<file path="config.mk">
export PLATFORM = sky130hd
export DESIGN_NAME = johnson_decoder
export DESIGN_NICKNAME = d
export VERILOG_FILES = /design/src/rtl/johnson_pkg.sv /design/src/rtl/johnson_code_check.sv /design/src/rtl/johnson_decoder.sv
export SDC_FILE = /design/constraint.sdc
export NUM_CORES = 1
export LEC_CHECK = 0
export BUFFER_PORTS_ARGS = -buffer_cell sky130_fd_sc_hd__buf_2
export CAP_MARGIN = 10
export CORE_AREA = 2 2 58 60
export DETAILED_ROUTE_END_ITERATION = 8
export DIE_AREA = 0 0 60 62
export GPL_TIMING_DRIVEN = 0
export PLACE_DENSITY = 0.79
export SLEW_MARGIN = 20
export SYNTH_ARGS = -nofsm -noshare
export SYNTH_HDL_FRONTEND = slang
export SYNTH_SLANG_ARGS = --single-unit
</file>
<file path="constraint.sdc">
create_clock -name clk -period 3 [get_ports clk]
set_clock_uncertainty 0.2 [all_clocks]
set_input_delay 0 -clock clk [delete_from_list [all_inputs] [get_ports clk]]
set_output_delay 0 -clock clk [all_outputs]
set_load 0.02 [all_outputs]
</file>
<file path="src/rtl/johnson_pkg.sv">
// Shared types and width-generic helpers for Johnson-code decoding.
// Helpers work on JMAX-bit zero-extended codes with the live width passed in.
package johnson_pkg;

    typedef enum logic {
        HUNT   = 1'b0,
        LOCKED = 1'b1
    } jstate_t;

    localparam int unsigned JMAX = 16;

    function automatic logic [JMAX-1:0] johnson_succ(input logic [JMAX-1:0] c, input int n);
        logic [JMAX-1:0] r;
        r = '0;
        for (int i = 0; i < JMAX - 1; i++) begin
            if (i < n - 1) begin
                r[i] = c[i+1];
            end
        end
        for (int i = 0; i < JMAX; i++) begin
            if (i == n - 1) begin
                r[i] = ~c[0];
            end
        end
        return r;
    endfunction

    // Legal Johnson codes are exactly the words with at most one bit transition.
    function automatic logic johnson_legal(input logic [JMAX-1:0] c, input int n);
        int t;
        t = 0;
        for (int i = 0; i < JMAX - 1; i++) begin
            if ((i < n - 1) && (c[i] != c[i+1])) begin
                t++;
            end
        end
        return (t <= 1);
    endfunction

    function automatic int johnson_index(input logic [JMAX-1:0] c, input int n);
        int pc;
        pc = 0;
        for (int i = 0; i < JMAX; i++) begin
            if ((i < n) && c[i]) begin
                pc++;
            end
        end
        if (pc == 0) begin
            return 0;
        end
        if (c[n-1]) begin
            return pc;
        end
        return 2 * n - pc;
    endfunction

endpackage

</file>
<file path="src/rtl/johnson_code_check.sv">
// Combinational check of one sampled code: legality, position decode,
// and comparison against the last legal code (successor / hold).
module johnson_code_check
    import johnson_pkg::*;
#(
    parameter int N  = 3,
    parameter int IW = $clog2(2 * N)
) (
    input  logic [N-1:0]  code,
    input  logic [N-1:0]  last,
    output logic          legal,
    output logic [IW-1:0] idx,
    output logic          is_succ,
    output logic          is_hold
);

    always_comb begin
        legal   = johnson_legal(JMAX'(code), N);
        idx     = IW'(johnson_index(JMAX'(code), N));
        is_succ = (johnson_succ(JMAX'(last), N) == JMAX'(code));
        is_hold = (code == last);
    end

endmodule

</file>
<file path="src/rtl/johnson_decoder.sv">
// Johnson counter decoder with sequence checking and lock detection.
//   state  | meaning
//   HUNT   | counting consecutive successor steps toward lock
//   LOCKED | sequence trusted; any illegal or out-of-order code drops lock
module johnson_decoder
    import johnson_pkg::*;
#(
    parameter int N          = 3,
    parameter int LOCK_CNT   = 4,
    parameter int ALLOW_HOLD = 1
) (
    input  logic                      clk,
    input  logic                      rst_n,
    input  logic                      valid_in,
    input  logic [N-1:0]              code_in,
    output logic [$clog2(2*N)-1:0]    index,
    output logic                      index_valid,
    output logic                      illegal,
    output logic                      seq_err,
    output logic                      locked,
    output logic [7:0]                err_count
);

    localparam int   IW      = $clog2(2 * N);
    localparam logic HOLD_OK = (ALLOW_HOLD != 0);

    logic          legal;
    logic [IW-1:0] idx_c;
    logic          is_succ;
    logic          is_hold;

    jstate_t       state;
    jstate_t       state_nx;
    logic [3:0]    step_cnt;
    logic [3:0]    step_cnt_nx;
    logic [N-1:0]  last_code;
    logic          have_last;

    logic          ev_illegal;
    logic          ev_seq;
    logic          ev_step;
    logic          ev_err;

    johnson_code_check #(.N(N), .IW(IW)) u_check (
        .code    (code_in),
        .last    (last_code),
        .legal   (legal),
        .idx     (idx_c),
        .is_succ (is_succ),
        .is_hold (is_hold)
    );

    // The first legal code after reset has no predecessor: neither a step nor an error.
    always_comb begin
        ev_illegal = valid_in & ~legal;
        ev_seq     = valid_in & legal & have_last & ~is_succ & ~(HOLD_OK & is_hold);
        ev_step    = valid_in & legal & have_last & is_succ;
        ev_err     = ev_illegal | ev_seq;
    end

    always_ff @(posedge clk or negedge rst_n) begin
        if (!rst_n) begin
            state    <= HUNT;
            step_cnt <= '0;
        end else begin
            state    <= state_nx;
            step_cnt <= step_cnt_nx;
        end
    end

    always_comb begin
        state_nx    = state;
        step_cnt_nx = step_cnt;
        case (state)
            HUNT: begin
                if (ev_err) begin
                    step_cnt_nx = '0;
                end else if (ev_step) begin
                    if (step_cnt == 4'(LOCK_CNT - 1)) begin
                        state_nx    = LOCKED;
                        step_cnt_nx = '0;
                    end else begin
                        step_cnt_nx = step_cnt + 4'd1;
                    end
                end
            end
            LOCKED: begin
                step_cnt_nx = '0;
                if (ev_err) begin
                    state_nx = HUNT;
                end
            end
        endcase
    end

    always_comb begin
        locked = (state == LOCKED);
    end

    always_ff @(posedge clk or negedge rst_n) begin
        if (!rst_n) begin
            index       <= '0;
            index_valid <= 1'b0;
            illegal     <= 1'b0;
            seq_err     <= 1'b0;
            err_count   <= '0;
            last_code   <= '0;
            have_last   <= 1'b0;
        end else begin
            index_valid <= valid_in & legal;
            illegal     <= ev_illegal;
            seq_err     <= ev_seq;
            if (valid_in && legal) begin
                index     <= idx_c;
                last_code <= code_in;
                have_last <= 1'b1;
            end
            if (ev_err && (err_count != 8'hFF)) begin
                err_count <= err_count + 8'd1;
            end
        end
    end

endmodule
</file>
Word level (Yosys, flattened, before mapping)
Cells that the tools add are included. W data, S select, Z words.

$add $sub $neg: 6. Magnitude comparators: 1. Equal/unequal tests: 7. Muxes and demuxes: 20. Bitwise operators: 12. Reduce and logical (&&, ||, !) cells: 3.

Operator list (count): $add A32 B2 Y32 const B (3); $mux W32 (3); $le A32 B2 Y1 const B (1); $logic_not A32 Y1 (1); $mux W4 (3); $mux W1 (9); $mux W3 (3); $add A8 B1 Y8 const B (1); $ne A8 B8 Y1 const B (1); $pmux W4 S2 (1); $and A1 B1 Y1 (6); $eq A3 B3 Y1 (2); $not A1 Y1 (5); $add A4 B1 Y4 const B (1); $eq A4 B2 Y1 const B (1); $ne A3 B3 Y1 const B (1); $sub A2 B3 Y3 const A (1); $logic_and A1 B1 Y1 (2); $ne A1 B1 Y1 (2); $pmux W1 S2 (1); $or A1 B1 Y1 (1).

Bits in registers: 23. Bits of input ports: 6.

Longest topological paths before layout
Depth after elaboration: 12. Depth in mapped cells: 10. Gate-level depth less buffers: 8.

Cells and area by module
A second synthesis with hierarchy kept.

Cell total of the unflattened synthesis: 113. Area, all modules: 1238.7 um2.

Modules (own cells, without submodules): johnson_decoder (instances 1, cells an instance 85, area each 1022.2 um2, sequential area each 575.6 um2); johnson_code_check (instances 1, cells an instance 28, area each 216.5 um2, sequential area each 0.0 um2).

Worst setup path after synthesis
Ideal clock, no wire load.

Path type: reg-to-reg. Start: reg last_code[1]. End: reg err_count[1]. Library setup time: 0.128 ns. Data arrival time: 1.826 ns. Required time: 2.672 ns. Setup slack: 0.847 ns. Stages on the path, launching flop included: 7. Clock period less this slack: 2.153 ns. Cell sequence: dfrtp_1 > buf_6 > or4b_4 > o22ai_2 > o32ai_2 > a21oi_4 > mux2_1.

Longest elaborated chain between the ends: 6. Elaborated cells on any way between the ends: 8. Classes of those cells: eq/ne (2); bitwise (5); reduce/logical (1).

RTL lines: start, declared (RTL line johnson_decoder.sv:36) `logic [N-1:0] last_code;`; start signal, assigned (RTL line johnson_decoder.sv:115) `last_code <= code_in;`; $eq A3 B3 Y1 (RTL line johnson_code_check.sv:20) `is_succ = (johnson_succ(JMAX'(last), N) == JMAX'(code));`; $not A1 Y1 (RTL line johnson_decoder.sv:56) `ev_seq = valid_in & legal & have_last & ~is_succ & ~(HOLD_OK & is_hold);`; $and A1 B1 Y1 (RTL line johnson_decoder.sv:56); $and A1 B1 Y1 * (RTL line johnson_decoder.sv:56); $or A1 B1 Y1 * (RTL line johnson_decoder.sv:58) `ev_err = ev_illegal | ev_seq;`; $logic_and A1 B1 Y1 * (RTL line johnson_decoder.sv:118) `if (ev_err && (err_count != 8'hFF)) begin`; end signal, assigned (RTL line johnson_decoder.sv:119) `err_count <= err_count + 8'd1;`; end, declared (RTL line johnson_decoder.sv:21) `output logic [7:0] err_count`.

Mark *: on every way between the ends. The rest lies on a longest branch, timed or not. A chain may end at the register's enable or synchronous reset.

Worst setup path in the final report
Start: in code_in[1]. End: reg step_cnt[3].

Longest elaborated chain between the ends: 12. Elaborated cells on any way between the ends: 21. Classes of those cells: add/sub (1); order compare (1); eq/ne (5); mux (4); bitwise (10).

RTL lines: start, declared (RTL line johnson_decoder.sv:15) `input logic [N-1:0] code_in,`; $ne A1 B1 Y1 (RTL line johnson_pkg.sv:33) `if ((i < n - 1) && (c[i] != c[i+1])) begin`; $mux W1 (RTL line johnson_pkg.sv:33); $add A32 B2 Y32 (RTL line johnson_pkg.sv:34) `t++;`; $mux W32 (RTL line johnson_pkg.sv:33); $le A32 B2 Y1 (RTL line johnson_pkg.sv:37) `return (t <= 1);`; $and A1 B1 Y1 (2 in a row) (RTL line johnson_decoder.sv:56, johnson_decoder.sv:57); $and A1 B1 Y1 (2 in a row) (RTL line johnson_decoder.sv:56); $or A1 B1 Y1 (RTL line johnson_decoder.sv:58); $mux W4 (RTL line johnson_decoder.sv:76) `if (ev_err) begin`; $pmux W4 S2 (RTL line johnson_decoder.sv:74) `case (state)`; end signal, assigned (RTL line johnson_decoder.sv:67) `step_cnt <= step_cnt_nx;`; end, declared (RTL line johnson_decoder.sv:34) `logic [3:0] step_cnt;`.

Parallel ways exist; a longest one is shown, timed or not.

==> impl_metrics.json <==
{
  "ys_seq_elements": 23,
  "grt_use_total_pct": 17.53,
  "syn-mean-instance-area_sq_um": 9.725,
  "ys_dominant_reg_cell": "dfrtp_1",
  "max_freq_mhz": 398.4,
  "grt_pass1_vias": 1152,
  "crit_type": "input pin to flip-flop",
  "syn_inst": 154,
  "synth-edff-count": 0,
  "hold_viol_final": 0,
  "synth-async-reset-ratio_pct": 100.0,
  "maxCapViolCount": 0,
  "switchingPower_mw": 0.3974,
  "antenna_found_initial": 0,
  "power_leakage_nw": 0.8001,
  "fp.dieW_microns": 60,
  "ys_types": 53,
  "synth_nets": 166,
  "cts_buffers": 3,
  "overflow": 0,
  "dieArea_sq_um": 3720,
  "cp.required_ns": 3.05,
  "initial_utilization_pct": 47.11,
  "cp_top_family": "buffers and inverters",
  "drtIter0Drc": 46,
  "start_kind": "input pin",
  "worst_pin_slew_ns": 0.6349,
  "setup_tns_ns": 0,
  "netlist_area_sq_um": 1498,
  "yosysSeqAreaShare_pct": 38.43,
  "outcome": "complete, no violations",
  "clock_path_buffers": 2,
  "area_growth_pct": 15.71,
  "crit_chain": "dlygate4sd3_1 > buf_2 > buf_6 > inv_1 > ha_1 > clkbuf_1 > a21boi_4 > a41oi_2 > or4_1 > a21oi_1",
  "core_sq_um": 3179,
  "hpwl_microns": 2188,
  "routedWlPerCell_microns": 13.21,
  "row_count": 21,
  "min_path_type": "input pin to asynchronous set/reset pin",
  "cts_tree": "built",
  "grt_pass1_wl_microns": 4933,
  "ir_worst_vdd_uv": 345.2,
  "period_minus_slack_ns": 2.510,
  "rsz0062_at_grt": "no",
  "drt-total-wl_microns": 3025,
  "final_cells": 229,
  "io_pins": 21,
  "clock-root-buffer": "clkbuf_4",
  "finalCritPeriodShare_pct": 83.66,
  "drv_slew": 0,
  "die_y_microns": 62,
  "grt_max_degree": 24,
  "viasPerCell": 5.332,
  "ant_nets": 0,
  "internal_power_mw": 0.5883,
  "drc": 0,
  "reg2reg_slack_ns": 0.67,
  "path_max_fanout": 8,
  "dp.cells": 219,
  "slowest_stage": "or4_1",
  "nNetsFinal": 196,
  "seq_power_share_pct": 45.0,
  "path_clk_slew_ns": 0.14,
  "critPathCaptureType": "flip-flop",
  "cp.arrival_ns": 2.55,
  "antenna_cells": 0,
  "power.density_nw_per_um2": 568.8,
  "critPathBufInv": 5,
  "reg2reg_depth": 6,
  "clock-sinks": 23,
  "post_cts_buffers": 0,
  "switching_share_pct": 40.32,
  "place_congestion": 0.8251,
  "combPwrFrac_pct": 39.7,
  "slew_headroom_pct": 57.67,
  "htreeDepth": 1,
  "vias": 1221,
  "reg2reg_to": "err_count[1]$_DFFE_PN0P_",
  "drive_above_1_share_pct": 23.50,
  "setup_viol": 0,
  "synth_warnings": 0,
  "drt_pass1_iterations": 4,
  "r2r-start": "last_code[1]$_DFFE_PN0N_",
  "port_buffers": 19,
  "clockPowerShare_pct": 15.3,
  "crit_path_max_incr_delay_ns": 0.56,
  "clock_latency_ns": 0.32
}
[routing by layer]
layer	global-route usage, %	up-vias	share of wire (%)
li1	-	613	-
met3	2.070	4	2.9
met2	29.04	27	49
met4	8.889	0	1.2
met5	0	-	0
met1	22.71	577	47
[flip-flops by register name, indices dropped and copies added (netlist names)]
register,flops
seq_err,1
err_count,8
index,3
illegal,1
have_last,1
index_valid,1
locked,1
step_cnt,4
last_code,3
[logic make-up after synthesis]
group / Yosys count / synth area share (%)
mux: 5 / 3.509
fa+ha+maj: 6 / 5.012
flops: 23 / 38.43
xor+xnor: 8 / 5.932
simple gates: 55 / 19.80
compound gates: 39 / 20.55
buf+inv: 18 / 6.767
[metrics by stage]
stage / utilization (%) / hold slack [ns] / power [mW] / setup slack, ns / area (sq um)
final: 54.51 / 0.04673 / 0.9857 / 0.4901 / 1733
after global routing: 54.51 / 0.1085 / 1.061 / 0.3758 / 1733
after CTS: 54.66 / 0.2971 / 0.9927 / 0.4975 / 1738
after detailed placement: 51.91 / -0.1907 / 0.8350 / 0.6946 / 1650
after global placement: 51.91 / -0.2005 / 0.8150 / 0.7549 / 1650
after floorplan: - / -0.4956 / 0.7237 / 0.8469 / 1498
[cell usage after synthesis (all sizes together) (4+ instances only)]
master  count  area share [%]
a21oi      11             4.4
a31oi       4             1.7
buf         6             3.8
dfrtp      23              38
ha          6             5.0
inv        10             2.5
nand2      16             4.0
nand3       4             1.3
nor2        8             2.0
nor3        7             2.3
o21ai       6             2.0
xnor2       6             3.5
[worst max path at each step]
stage / to / from / cells after the start / slack [ns]
after global routing: step_cnt[3]$_DFFE_PN0P_ / code_in[0] / 10 / 0.38
after global placement: err_count[1]$_DFFE_PN0P_ / last_code[1]$_DFFE_PN0N_ / 6 / 0.75
after CTS: step_cnt[3]$_DFFE_PN0P_ / code_in[1] / 10 / 0.50
after floorplan: err_count[1]$_DFFE_PN0P_ / last_code[1]$_DFFE_PN0N_ / 6 / 0.85
final: step_cnt[3]$_DFFE_PN0P_ / code_in[1] / 10 / 0.49
after detailed placement: step_cnt[3]$_DFFE_PN0P_ / code_in[1] / 9 / 0.69
[timing repair]
action                                 in CTS  in global routing
hold buffers                                6                  0
gates resized for setup                     0                  0
endpoints found under the hold margin      29                  0
[placed cells by master, fill, tap and decap left out, drive strengths merged, types with 3 or more instances in the layout]
cell         count
clkbuf           5
buf             26
dfrtp           23
nor2             8
dlygate4sd3      5
nand3            4
inv             10
a31oi            4
ha               6
nand2           16
mux2i            3
o21ai            6
a21oi           11
xnor2            6
nor3             7
[cell type report]
| type | count | area (sq um) |
|---|---|---|
| tap | 46 | 57.56 |
| multi-input combinational | 113 | 820.8 |
| sequential | 23 | 575.6 |
| fill | 294 | 1446 |
| inverter | 10 | 37.54 |
| buffer | 8 | 63.81 |
| timing repair buffer | 25 | 150.1 |
| clock buffer | 3 | 22.52 |
| clock inverter | 1 | 5.005 |
[power groups by stage]
| stage | sequential (mW) | clock (mW) | combinational (mW) |
|---|---|---|---|
| floorplan | 0.496 | 0 | 0.227 |
| global placement | 0.442 | 0 | 0.373 |
| detailed placement | 0.448 | 0 | 0.387 |
| CTS | 0.443 | 0.155 | 0.395 |
| global route | 0.457 | 0.169 | 0.435 |
| finish | 0.443 | 0.151 | 0.391 |
[worst reg2reg max path: stages, from the launching register on]
cell and delay [ns]:
dfrtp_1 0.40, buf_6 0.14, or4b_4 0.53, o22ai_2 0.21
o32ai_2 0.21, a21oi_4 0.21, mux2_1 0.33
(Power assumes the default switching activity.)
